<file path="src/rtl/sev_seg_pkg.sv">
// Shared definitions for the seven-segment display path.
// The encoder (clock display driver) and this scan decoder import the same
// package, so glyph encodings and anode select codes are defined only here.
//  - GLYPH_0..GLYPH_9 : active-low cathode patterns, bit [6]=a .. bit [0]=g
//  - SEL_*            : active-low anode select codes for the four digits
//  - settle_state_e   : settle FSM states of the scan decoder
//  - decode_select    : maps a select code to a digit index (0=s2 .. 3=m1)
package sev_seg_pkg;

  localparam logic [6:0] GLYPH_0 = 7'b0000001;
  localparam logic [6:0] GLYPH_1 = 7'b1001111;
  localparam logic [6:0] GLYPH_2 = 7'b0010010;
  localparam logic [6:0] GLYPH_3 = 7'b0000110;
  localparam logic [6:0] GLYPH_4 = 7'b1001100;
  localparam logic [6:0] GLYPH_5 = 7'b0100100;
  localparam logic [6:0] GLYPH_6 = 7'b0100000;
  localparam logic [6:0] GLYPH_7 = 7'b0001111;
  localparam logic [6:0] GLYPH_8 = 7'b0000000;
  localparam logic [6:0] GLYPH_9 = 7'b0000100;

  localparam logic [3:0] SEL_S2    = 4'b1110;
  localparam logic [3:0] SEL_S1    = 4'b1101;
  localparam logic [3:0] SEL_M2    = 4'b1011;
  localparam logic [3:0] SEL_M1    = 4'b0111;
  localparam logic [3:0] SEL_BLANK = 4'b1111;

  typedef enum logic [1:0] {
    ST_IDLE     = 2'd0,
    ST_SETTLING = 2'd1,
    ST_SAMPLED  = 2'd2
  } settle_state_e;

  typedef struct packed {
    logic       legal;  // exactly one anode low
    logic [1:0] idx;    // 0=s2, 1=s1, 2=m2, 3=m1
  } sel_info_t;

  function automatic sel_info_t decode_select(input logic [3:0] sel);
    sel_info_t info;
    info = '{legal: 1'b0, idx: 2'd0};
    case (sel)
      SEL_S2:  info = '{legal: 1'b1, idx: 2'd0};
      SEL_S1:  info = '{legal: 1'b1, idx: 2'd1};
      SEL_M2:  info = '{legal: 1'b1, idx: 2'd2};
      SEL_M1:  info = '{legal: 1'b1, idx: 2'd3};
      default: info = '{legal: 1'b0, idx: 2'd0};
    endcase
    return info;
  endfunction

endpackage

</file>
<file path="src/rtl/sev_seg_scan_decoder_if.sv">
// Multiplexed seven-segment bus as seen on the display pins.
//  digit_select : 4-bit active-low anode select
//  segments     : 7-bit active-low cathodes, [6]=a .. [0]=g
// The display driver uses the master modport; the scan decoder listens on
// the slave modport.
interface sev_seg_scan_decoder_if;
  logic [3:0] digit_select;
  logic [6:0] segments;

  modport master (output digit_select, output segments);
  modport slave  (input  digit_select, input  segments);
endinterface

</file>
<file path="src/rtl/sev_seg_scan_decoder_seg7_to_bcd.sv">
// Combinational glyph decoder.
//  glyph : 7-bit active-low pattern, [6]=a .. [0]=g
//  bcd   : decoded digit 0-9 (0 when not valid)
//  valid : 1 when glyph is one of the ten digit patterns
module seg7_to_bcd
  import sev_seg_pkg::*;
(
  input  logic [6:0] glyph,
  output logic [3:0] bcd,
  output logic       valid
);

  always_comb begin
    bcd   = 4'd0;
    valid = 1'b1;
    case (glyph)
      GLYPH_0: bcd = 4'd0;
      GLYPH_1: bcd = 4'd1;
      GLYPH_2: bcd = 4'd2;
      GLYPH_3: bcd = 4'd3;
      GLYPH_4: bcd = 4'd4;
      GLYPH_5: bcd = 4'd5;
      GLYPH_6: bcd = 4'd6;
      GLYPH_7: bcd = 4'd7;
      GLYPH_8: bcd = 4'd8;
      GLYPH_9: bcd = 4'd9;
      default: valid = 1'b0;
    endcase
  end

endmodule

</file>
<file path="src/rtl/sev_seg_scan_decoder.sv">
// Receive side of the 4-digit multiplexed seven-segment bus.
// Waits for each digit slot to settle, decodes the glyph to BCD and assembles
// the four digits into MM:SS. Flags malformed samples and a stalled scan.
// Ports:
//  clk, reset    : clock and synchronous active-high reset
//  bus           : digit_select / segments (slave modport)
//  m1, m2, s1, s2: BCD digits, updated one cycle after each good sample
//  frame_valid   : 1-cycle pulse once all four digits have been captured
//  time_changed  : with frame_valid, frame differs from the previous one
//  seg_error     : 1-cycle pulse on a bad glyph or a multi-low select
//  scan_lost     : level, no select change for TIMEOUT_CYCLES cycles
module sev_seg_scan_decoder
  import sev_seg_pkg::*;
#(
  parameter int SETTLE_CYCLES  = 4,
  parameter int TIMEOUT_CYCLES = 1000000,
  parameter int SYNC_STAGES    = 0
) (
  input  logic                    clk,
  input  logic                    reset,
  sev_seg_scan_decoder_if.slave   bus,
  output logic [3:0]              m1,
  output logic [3:0]              m2,
  output logic [3:0]              s1,
  output logic [3:0]              s2,
  output logic                    frame_valid,
  output logic                    time_changed,
  output logic                    seg_error,
  output logic                    scan_lost
);

  localparam logic [7:0] SETTLE_W = 8'(SETTLE_CYCLES);
  localparam int         TO_BITS  = $clog2(TIMEOUT_CYCLES + 1);
  localparam logic [TO_BITS-1:0] TO_MAX = TO_BITS'(TIMEOUT_CYCLES);

  // ---------------------------------------------------------------- inputs
  logic [3:0] sel_in;
  logic [6:0] seg_in;

  if (SYNC_STAGES == 0) begin : g_direct
    assign sel_in = bus.digit_select;
    assign seg_in = bus.segments;
  end else begin : g_sync
    // Stage 0 sits at the low end of each pipe vector; the last stage feeds
    // the decoder. Reset to "all segments off, no digit selected".
    logic [SYNC_STAGES*4-1:0] sel_pipe_q, sel_pipe_d;
    logic [SYNC_STAGES*7-1:0] seg_pipe_q, seg_pipe_d;

    for (genvar gi = 0; gi < SYNC_STAGES; gi++) begin : g_stage
      if (gi == 0) begin : g_head
        assign sel_pipe_d[3:0] = bus.digit_select;
        assign seg_pipe_d[6:0] = bus.segments;
      end else begin : g_tail
        assign sel_pipe_d[gi*4 +: 4] = sel_pipe_q[(gi-1)*4 +: 4];
        assign seg_pipe_d[gi*7 +: 7] = seg_pipe_q[(gi-1)*7 +: 7];
      end
    end

    always_ff @(posedge clk) begin
      if (reset) begin
        sel_pipe_q <= '1;
        seg_pipe_q <= '1;
      end else begin
        sel_pipe_q <= sel_pipe_d;
        seg_pipe_q <= seg_pipe_d;
      end
    end

    assign sel_in = sel_pipe_q[(SYNC_STAGES-1)*4 +: 4];
    assign seg_in = seg_pipe_q[(SYNC_STAGES-1)*7 +: 7];
  end

  // ------------------------------------------------------------- decoding
  logic [3:0] glyph_bcd;
  logic       glyph_ok;
  sel_info_t  sel_info;

  seg7_to_bcd u_seg7_to_bcd (
    .glyph (seg_in),
    .bcd   (glyph_bcd),
    .valid (glyph_ok)
  );

  assign sel_info = decode_select(sel_in);

  // ----------------------------------------------------------------- state
  settle_state_e       state_q, state_d;
  logic [7:0]          cnt_q, cnt_d;
  logic [3:0]          prev_sel_q, prev_sel_d;
  logic [6:0]          prev_seg_q, prev_seg_d;
  logic [3:0][3:0]     digits_q, digits_d;      // [0]=s2 .. [3]=m1
  logic [3:0][3:0]     last_frame_q, last_frame_d;
  logic                first_frame_q, first_frame_d;
  logic [3:0]          mask_q, mask_d;
  logic [TO_BITS-1:0]  to_cnt_q, to_cnt_d;
  logic                frame_valid_q, frame_valid_d;
  logic                time_changed_q, time_changed_d;
  logic                seg_error_q, seg_error_d;
  logic                scan_lost_q, scan_lost_d;

  logic       sel_chg;
  logic       pair_chg;
  logic       sample;
  logic [3:0] mask_set;

  always_comb begin
    state_d        = state_q;
    cnt_d          = cnt_q;
    digits_d       = digits_q;
    last_frame_d   = last_frame_q;
    first_frame_d  = first_frame_q;
    mask_d         = mask_q;
    frame_valid_d  = 1'b0;
    time_changed_d = 1'b0;
    seg_error_d    = 1'b0;
    mask_set       = mask_q;
    sample         = 1'b0;

    sel_chg    = (sel_in != prev_sel_q);
    pair_chg   = sel_chg || (seg_in != prev_seg_q);
    prev_sel_d = sel_in;
    prev_seg_d = seg_in;

    // The cycle a new select first appears counts as stable cycle 1, so a
    // settle length of 1 samples in that very cycle.
    case (state_q)
      ST_IDLE, ST_SAMPLED: begin
        if (sel_chg) begin
          state_d = ST_SETTLING;
          cnt_d   = 8'd1;
        end
      end
      ST_SETTLING: begin
        cnt_d = pair_chg ? 8'd1 : cnt_q + 8'd1;
      end
      default: begin
        state_d = ST_IDLE;
        cnt_d   = 8'd0;
      end
    endcase

    if (state_d == ST_SETTLING && cnt_d == SETTLE_W) begin
      sample  = 1'b1;
      state_d = ST_SAMPLED;
    end

    // A blank select (all anodes off) is a legal gap in the scan: ignore it.
    if (sample && sel_in != SEL_BLANK) begin
      if (!sel_info.legal || !glyph_ok) begin
        seg_error_d = 1'b1;
      end else begin
        digits_d[sel_info.idx] = glyph_bcd;
        mask_set = mask_q | (4'b0001 << sel_info.idx);
        if (&mask_set) begin
          frame_valid_d  = 1'b1;
          time_changed_d = first_frame_q || (digits_d != last_frame_q);
          last_frame_d   = digits_d;
          first_frame_d  = 1'b0;
          mask_d         = 4'b0000;
        end else begin
          mask_d = mask_set;
        end
      end
    end

    // Stall watchdog: restarts on any select edge, sticks at the limit.
    if (sel_chg) begin
      to_cnt_d = '0;
    end else if (to_cnt_q == TO_MAX) begin
      to_cnt_d = to_cnt_q;
    end else begin
      to_cnt_d = to_cnt_q + TO_BITS'(1);
    end
    scan_lost_d = (to_cnt_d == TO_MAX);
  end

  always_ff @(posedge clk) begin
    if (reset) begin
      state_q        <= ST_IDLE;
      cnt_q          <= 8'd0;
      prev_sel_q     <= SEL_BLANK;
      prev_seg_q     <= 7'h7F;
      digits_q       <= '0;
      last_frame_q   <= '0;
      first_frame_q  <= 1'b1;
      mask_q         <= 4'b0000;
      to_cnt_q       <= '0;
      frame_valid_q  <= 1'b0;
      time_changed_q <= 1'b0;
      seg_error_q    <= 1'b0;
      scan_lost_q    <= 1'b0;
    end else begin
      state_q        <= state_d;
      cnt_q          <= cnt_d;
      prev_sel_q     <= prev_sel_d;
      prev_seg_q     <= prev_seg_d;
      digits_q       <= digits_d;
      last_frame_q   <= last_frame_d;
      first_frame_q  <= first_frame_d;
      mask_q         <= mask_d;
      to_cnt_q       <= to_cnt_d;
      frame_valid_q  <= frame_valid_d;
      time_changed_q <= time_changed_d;
      seg_error_q    <= seg_error_d;
      scan_lost_q    <= scan_lost_d;
    end
  end

  assign s2           = digits_q[0];
  assign s1           = digits_q[1];
  assign m2           = digits_q[2];
  assign m1           = digits_q[3];
  assign frame_valid  = frame_valid_q;
  assign time_changed = time_changed_q;
  assign seg_error    = seg_error_q;
  assign scan_lost    = scan_lost_q;

endmodule
</file>
<file path="src/flat_wrapper.sv">
// flat-port wrapper written by rule: the top's interface ports become plain ports
module sev_seg_scan_decoder_flat import sev_seg_pkg::*;
#(
  parameter int SETTLE_CYCLES  = 4,
  parameter int TIMEOUT_CYCLES = 1000000,
  parameter int SYNC_STAGES    = 0
)
  (clk, reset, m1, m2, s1, s2, frame_valid, time_changed, seg_error, scan_lost, bus_digit_select, bus_segments);
  sev_seg_scan_decoder_if bus_i ();
  input  logic clk;
  input  logic reset;
  output logic [3:0] m1;
  output logic [3:0] m2;
  output logic [3:0] s1;
  output logic [3:0] s2;
  output logic frame_valid;
  output logic time_changed;
  output logic seg_error;
  output logic scan_lost;
  input wire logic [$bits(bus_i.digit_select)-1:0] bus_digit_select;
  input wire logic [$bits(bus_i.segments)-1:0] bus_segments;
  assign bus_i.digit_select = bus_digit_select;
  assign bus_i.segments = bus_segments;
  sev_seg_scan_decoder #(.SETTLE_CYCLES(SETTLE_CYCLES), .TIMEOUT_CYCLES(TIMEOUT_CYCLES), .SYNC_STAGES(SYNC_STAGES)) u_core (.clk(clk), .reset(reset), .bus(bus_i), .m1(m1), .m2(m2), .s1(s1), .s2(s2), .frame_valid(frame_valid), .time_changed(time_changed), .seg_error(seg_error), .scan_lost(scan_lost));
endmodule
</file>
<file path="config.mk">
export PLATFORM = sky130hd
export DESIGN_NAME = sev_seg_scan_decoder_flat
export DESIGN_NICKNAME = d
export VERILOG_FILES = /design/src/rtl/sev_seg_pkg.sv /design/src/rtl/sev_seg_scan_decoder_if.sv /design/src/rtl/sev_seg_scan_decoder_seg7_to_bcd.sv /design/src/rtl/sev_seg_scan_decoder.sv /design/src/flat_wrapper.sv
export SDC_FILE = /design/constraint.sdc
export NUM_CORES = 1
export LEC_CHECK = 0
export ABC_AREA = 1
export BUFFER_PORTS_ARGS = -buffer_cell sky130_fd_sc_hd__buf_2
export CELL_PAD_IN_SITES_DETAIL_PLACEMENT = 1
export CELL_PAD_IN_SITES_GLOBAL_PLACEMENT = 2
export CORE_AREA = 2 2 122 124
export CTS_BUF_LIST = sky130_fd_sc_hd__clkbuf_4
export CTS_CLUSTER_DIAMETER = 30
export DETAILED_ROUTE_END_ITERATION = 8
export DIE_AREA = 0 0 124 126
export PLACE_DENSITY_LB_ADDON = 0.3
export SLEW_MARGIN = 0
export SYNTH_ARGS = -nofsm -noshare
export SYNTH_HDL_FRONTEND = slang
export SYNTH_SLANG_ARGS = --single-unit
</file>
<file path="constraint.sdc">
create_clock -name clk -period 2.2 [get_ports clk]
set_input_delay 0.11 -clock clk [delete_from_list [all_inputs] [get_ports clk]]
set_output_delay 0.11 -clock clk [all_outputs]
set_load 0.005 [all_outputs]
</file>
# Word level (Yosys, flattened, before mapping)
# Cells that the tools add are included.
# op_classes
addsub,2
order_cmp,2
eq_ne,23
shift,1
mux,18
bitwise,4
n_reduce_logical,19
# op_table
cell,n
$eq A20 B20 Y1 const B,2
$mux W20,2
$pmux W4 S9,1
$add A20 B1 Y20 const B,1
$bwmux W16,1
$mux W8,2
$ne A16 B16 Y1,1
$pmux W8 S2,1
$eq A7 B3 Y1 const B,2
$eq A7 B6 Y1 const B,2
$eq A7 B7 Y1 const B,2
$eq A4 B4 Y1 const B,3
$pmux W3 S4,1
$reduce_or A10 Y1,1
$add A8 B1 Y8 const B,1
$demux W4 S2,1
$eq A8 B3 Y1 const B,1
$mux W4,2
$eq A7 B1 Y1 const B,1
$eq A7 B4 Y1 const B,1
$eq A7 B5 Y1 const B,1
$logic_not A7 Y1,1
$ne A7 B7 Y1,1
$reduce_and A6 Y1,1
22 further kinds,36
# totals
reg_bits,82
inputBits,13
output_inout_bits,20
elab_cells,89

# Longest topological paths before layout
# logic_depth
depth_word,10
mapped_depth,17
depth_no_buf,15

# Modules after synthesis
# From an unflattened synthesis, not the netlist that was laid out.
# hier_totals
hier_cells,717
hier_area_um2,4648.2
# by_module_without_submodules
mod,n_inst,cells_each,area_per_inst_um2,seq_area_each_um2
sev_seg_scan_decoder,1,668,4409.2,1641.6
seg7_to_bcd,1,49,239.0,0.0

# Least setup slack after synthesis
# No wires, ideal clock.
# synth_timing
path_type,reg-to-reg
from,reg u_core.cnt_q[0]
to,"reg u_core.digits_q, in the netlist u_core.m2[3]"
setup_time_ns,0.113
arrival_ns,1.789
required_ns,2.087
slack_ns,0.298
path_stages_with_launch,14
path_buffers,1
path_cell_list,dfxtp_1 ha_1 nand3_1 o21ai_0 a21oi_1 nand3_1 o21ai_0 nor2_1 nand3_1 nor2_2 nand3_2 buf_6 nor2_1 nor2_1
# synth_between
elab_chain_cells,8
# synth_lines
item,line_no,text
"start, declared",sev_seg_scan_decoder.sv:88,"logic [7:0] cnt_q, cnt_d;"
"start signal, assigned",sev_seg_scan_decoder.sv:194,cnt_q <= cnt_d;
$add A8 B1 Y8,sev_seg_scan_decoder.sv:134,cnt_d = pair_chg ? 8'd1 : cnt_q + 8'd1;
$mux W8,sev_seg_scan_decoder.sv:134,
$pmux W8 S2 *,sev_seg_scan_decoder.sv:126,case (state_q)
$eq A8 B3 Y1 *,sev_seg_scan_decoder.sv:142,if (state_d == ST_SETTLING && cnt_d == SETTLE_W) begin
$logic_and A1 B1 Y1 *,sev_seg_scan_decoder.sv:142,
$mux W1 *,sev_seg_scan_decoder.sv:142,
$logic_and A1 B1 Y1 *,sev_seg_scan_decoder.sv:148,if (sample && sel_in != SEL_BLANK) begin
$reduce_and A2 Y1 (no line) *,-,
"end signal, assigned",sev_seg_scan_decoder.sv:197,digits_q <= digits_d;
"end, declared",sev_seg_scan_decoder.sv:91,"logic [3:0][3:0] digits_q, digits_d;"
# Mark *: on every way between the ends. The rest lies on a longest branch, timed or not.
# A chain may end at the register's enable or synchronous reset.

# Final worst setup path
# layout_timing
from,in bus_digit_select[1]
to,"reg u_core.digits_q, in the netlist u_core.s2[2]"
# layout_between
elab_chain_cells,9
# layout_lines
item,line_no,text
"start, declared",flat_wrapper.sv:20,input wire logic [$bits(bus_i.digit_select)-1:0] bus_digit_select;
"parallel branches: the longest is 9 deep, another holds $lt A2 B3 Y1",-,
# Parallel ways; which one is timed is not known.

==> impl_metrics.tcl <==
set metrics [dict create \
    status "finished, final reports clean" \
    dp_cells 1026 \
    synth_common_cells "nand2_1 (246), nor2_1 (152), inv_1 (117)" \
    maxCapViolations 0 \
    port_buffers 32 \
    synth_most_common_cell "nand2_1" \
    finalSetupTns_ns 0 \
    hold-worst-slack_ns 0.292 \
    synth_edf_count 0 \
    hpwl_mm 11.6 \
    cts.clk_slew.worst_paths_ns 0.15 \
    drive_gt1_share_pct 22.7 \
    synth_top_area_cell "dfxtp_1" \
    wl_met1_mm 7.12 \
    grt_max_degree 48 \
    cts_buffer_depth 2 \
    htree_levels 3 \
    synthFlopType "dfxtp_1" \
    ys_seq_elements 82 \
    grt_pass1_vias 5416 \
    ioPinCount 33 \
    post-route-util_pct 43.3 \
    ys_seq_area_share_pct 34.2 \
    rsz0062_at_grt "true" \
    synth_top_area_share_pct 34.2 \
    netlist_top_cells_area "dfxtp_1 (34%), nand2_1 (19%), nor2_1 (12%)" \
    tightest_slew_ns 0.616 \
    max_freq_mhz 464 \
    finalHoldViolations 0 \
    crit_path_max_fanout 6 \
    leakage_nw 3.17 \
    ctsRootBufferMaster "clkbuf_4" \
    finClkSkew_ns 0.0215 \
    crit_arrival_ns 2.56 \
    synth_cells 796 \
    first_iter_violations 236 \
    grt_use_total_pct 21.0 \
    min_path_type "primary input to register" \
    final_nets 897 \
    period_needed_ns 2.15 \
    die_h_um 126 \
    gp_congestion 0.863 \
    cts.sinks 82 \
    grt-ovfl-total 0 \
    slew_viol_final 0 \
    post_layout_nonfiller_instances 1070 \
    reg2reg_slack_ns 0.09 \
    drt-wirelength-per-cell_um 15.3 \
    setup_viol 0 \
    cp.required_ns 2.61 \
    insertion_delay_ns 0.48 \
    relSlewSlack_pct 58.9 \
    totalWireLength_mm 16.4 \
    synth_fp_nets 812 \
    ant_nets 0 \
    num_vias 5187 \
    synthArstFlopShare_pct 0 \
    path_class "primary input to register" \
    start_kind "primary input" \
    drt_first_pass_iters 4 \
    areaGrowthSynthToFinish_pct 29.1 \
    crit_path_end_kind "register" \
    topRoutingLayerUsed "met4" \
    die_x_um 124 \
    synth.distinct_cells 34 \
    drc_errors 0 \
    wl_met3_um 511 \
    grt_pass1_wl_mm 26.0 \
    synth_area_per_cell_um2 6.03 \
    coreArea_um2 14300 \
    power_density_nw_per_um2 461 \
    antennaDiodeCount 0 \
    syn-cell-area_um2 4800 \
    tritoncts "built" \
    synth_warnings 0 \
    initial_core_util_pct 33.5 \
    cts_buffers 9 \
    via_per_inst 4.85 \
    ir_drop_mv 0.279 \
    met2_length_mm 8.42 \
    antenna_found_initial 0 \
    fin_crit_sh_pct 98.0 \
    die_area_um2 15600 \
    rows 44 \
]
[worst max-delay path, stage by stage]
cell and delay [ns]:
dlygate4sd3_1 0.53, clkbuf_4 0.18, inv_2 0.06, nand2_1 0.08, nand2_2 0.08, inv_2 0.05
nand2_2 0.05, nor2_4 0.22, nand4_1 0.17, nand2_2 0.14, nand3_4 0.09, nor2_4 0.13
nand4_1 0.11, buf_6 0.17, clkbuf_16 0.17, nand2_1 0.06, nand2_1 0.05, nor2_1 0.10
[through the flow]
stage | power, W | worst slack, ns | area, um2
after global placement | 0.00178 | 0.0201 | 5380
after detailed placement | 0.00179 | -0.0238 | 5380
after CTS | 0.00285 | 0.000123 | 5670
after floorplan | 0.00169 | 0.298 | 4800
after global routing | 0.00298 | -0.0765 | 6190
final | 0.00286 | 0.0450 | 6190
[timing repair]
| action | in CTS | in global routing |
|---|---|---|
| setup buffers | 1 | 11 |
| endpoints found under the hold margin | 19 | 0 |
| pin swaps | 1 | 29 |
| cloned | 0 | 4 |
| resized for setup | 2 | 117 |
| hold buffers | 12 | 0 |
| setup endpoints to repair | 38 | 40 |
[cell usage in the layout (no fill, tap or decap), drive strengths merged]
cell         instances
nand4               19
nor4                 4
nor3                18
xor2                15
ha                   3
dlygate4sd3         12
clkinvlp             3
buf                 76
xnor2                5
clkbuf              13
o21ai               22
and3                 1
a21oi                9
inv                119
a31o                 1
a21boi               1
nor2               160
dfxtp               82
a31oi                1
o21bai               1
nand2              248
nand3               66
clkinv               3
o211ai               2
bufinv               2
[routing by layer]
metal / vias up / GRT usage, %
met4: 0 / 5.82
met5: - / 0
met1: 2468 / 24.4
met3: 29 / 4.80
li1: 2617 / -
met2: 73 / 38.2
[power breakdown]
part,switching (W),internal [W],total [W]
Clock,0.000581,0.000457,0.00104
Sequential,0.0000116,0.00150,0.00151
Combinational,0.000194,0.000113,0.000308
[cells by family after synthesis]
kind of cell | count (synthesis) | synth area share, %
and+or+nand+nor | 516 | 45.8
adders and majority gates | 3 | 0.783
AOI/OAI and AO/OA | 37 | 4.17
buffers and inverters | 138 | 11.4
xor gates and xnor gates | 20 | 3.65
DFF | 82 | 34.2
[final cells by class]
class / instances / area, um2
inverters: 120 / 454
flip-flops and latches: 82 / 1660
clock buffers: 9 / 67.6
repair buffers: 92 / 773
fillers: 1917 / 8120
well taps: 184 / 230
multi-input cells: 576 / 2910
clock inverters: 7 / 93.8
[sequential cells by signal (all words and copies together), names as in the netlist]
| name | count |
|---|---|
| u_core.mask_q | 4 |
| u_core.time_changed | 1 |
| u_core.first_frame_q | 1 |
| u_core.last_frame_q | 16 |
| u_core.prev_seg_q | 7 |
| u_core.cnt_q | 8 |
| u_core.to_cnt_q | 20 |
| u_core.prev_sel_q | 4 |
| u_core.frame_valid | 1 |
| u_core.s1 | 4 |
| u_core.scan_lost | 1 |
| u_core.s2 | 4 |
| u_core.state_q | 2 |
| u_core.m2 | 4 |
| u_core.m1 | 4 |
| u_core.seg_error | 1 |
[worst paths after layout]
path                                            from                   end  cells after the start
worst max-delay path             bus_digit_select[1]          u_core.s2[2]                     18
worst min-delay path                 bus_segments[1]       u_core.cnt_q[2]                      8
worst max register to register  u_core.prev_sel_q[2]          u_core.s2[2]                     14
worst min register to register  u_core.first_frame_q  u_core.first_frame_q                      2
No activity file was read; power rests on OpenSTA's default activity.
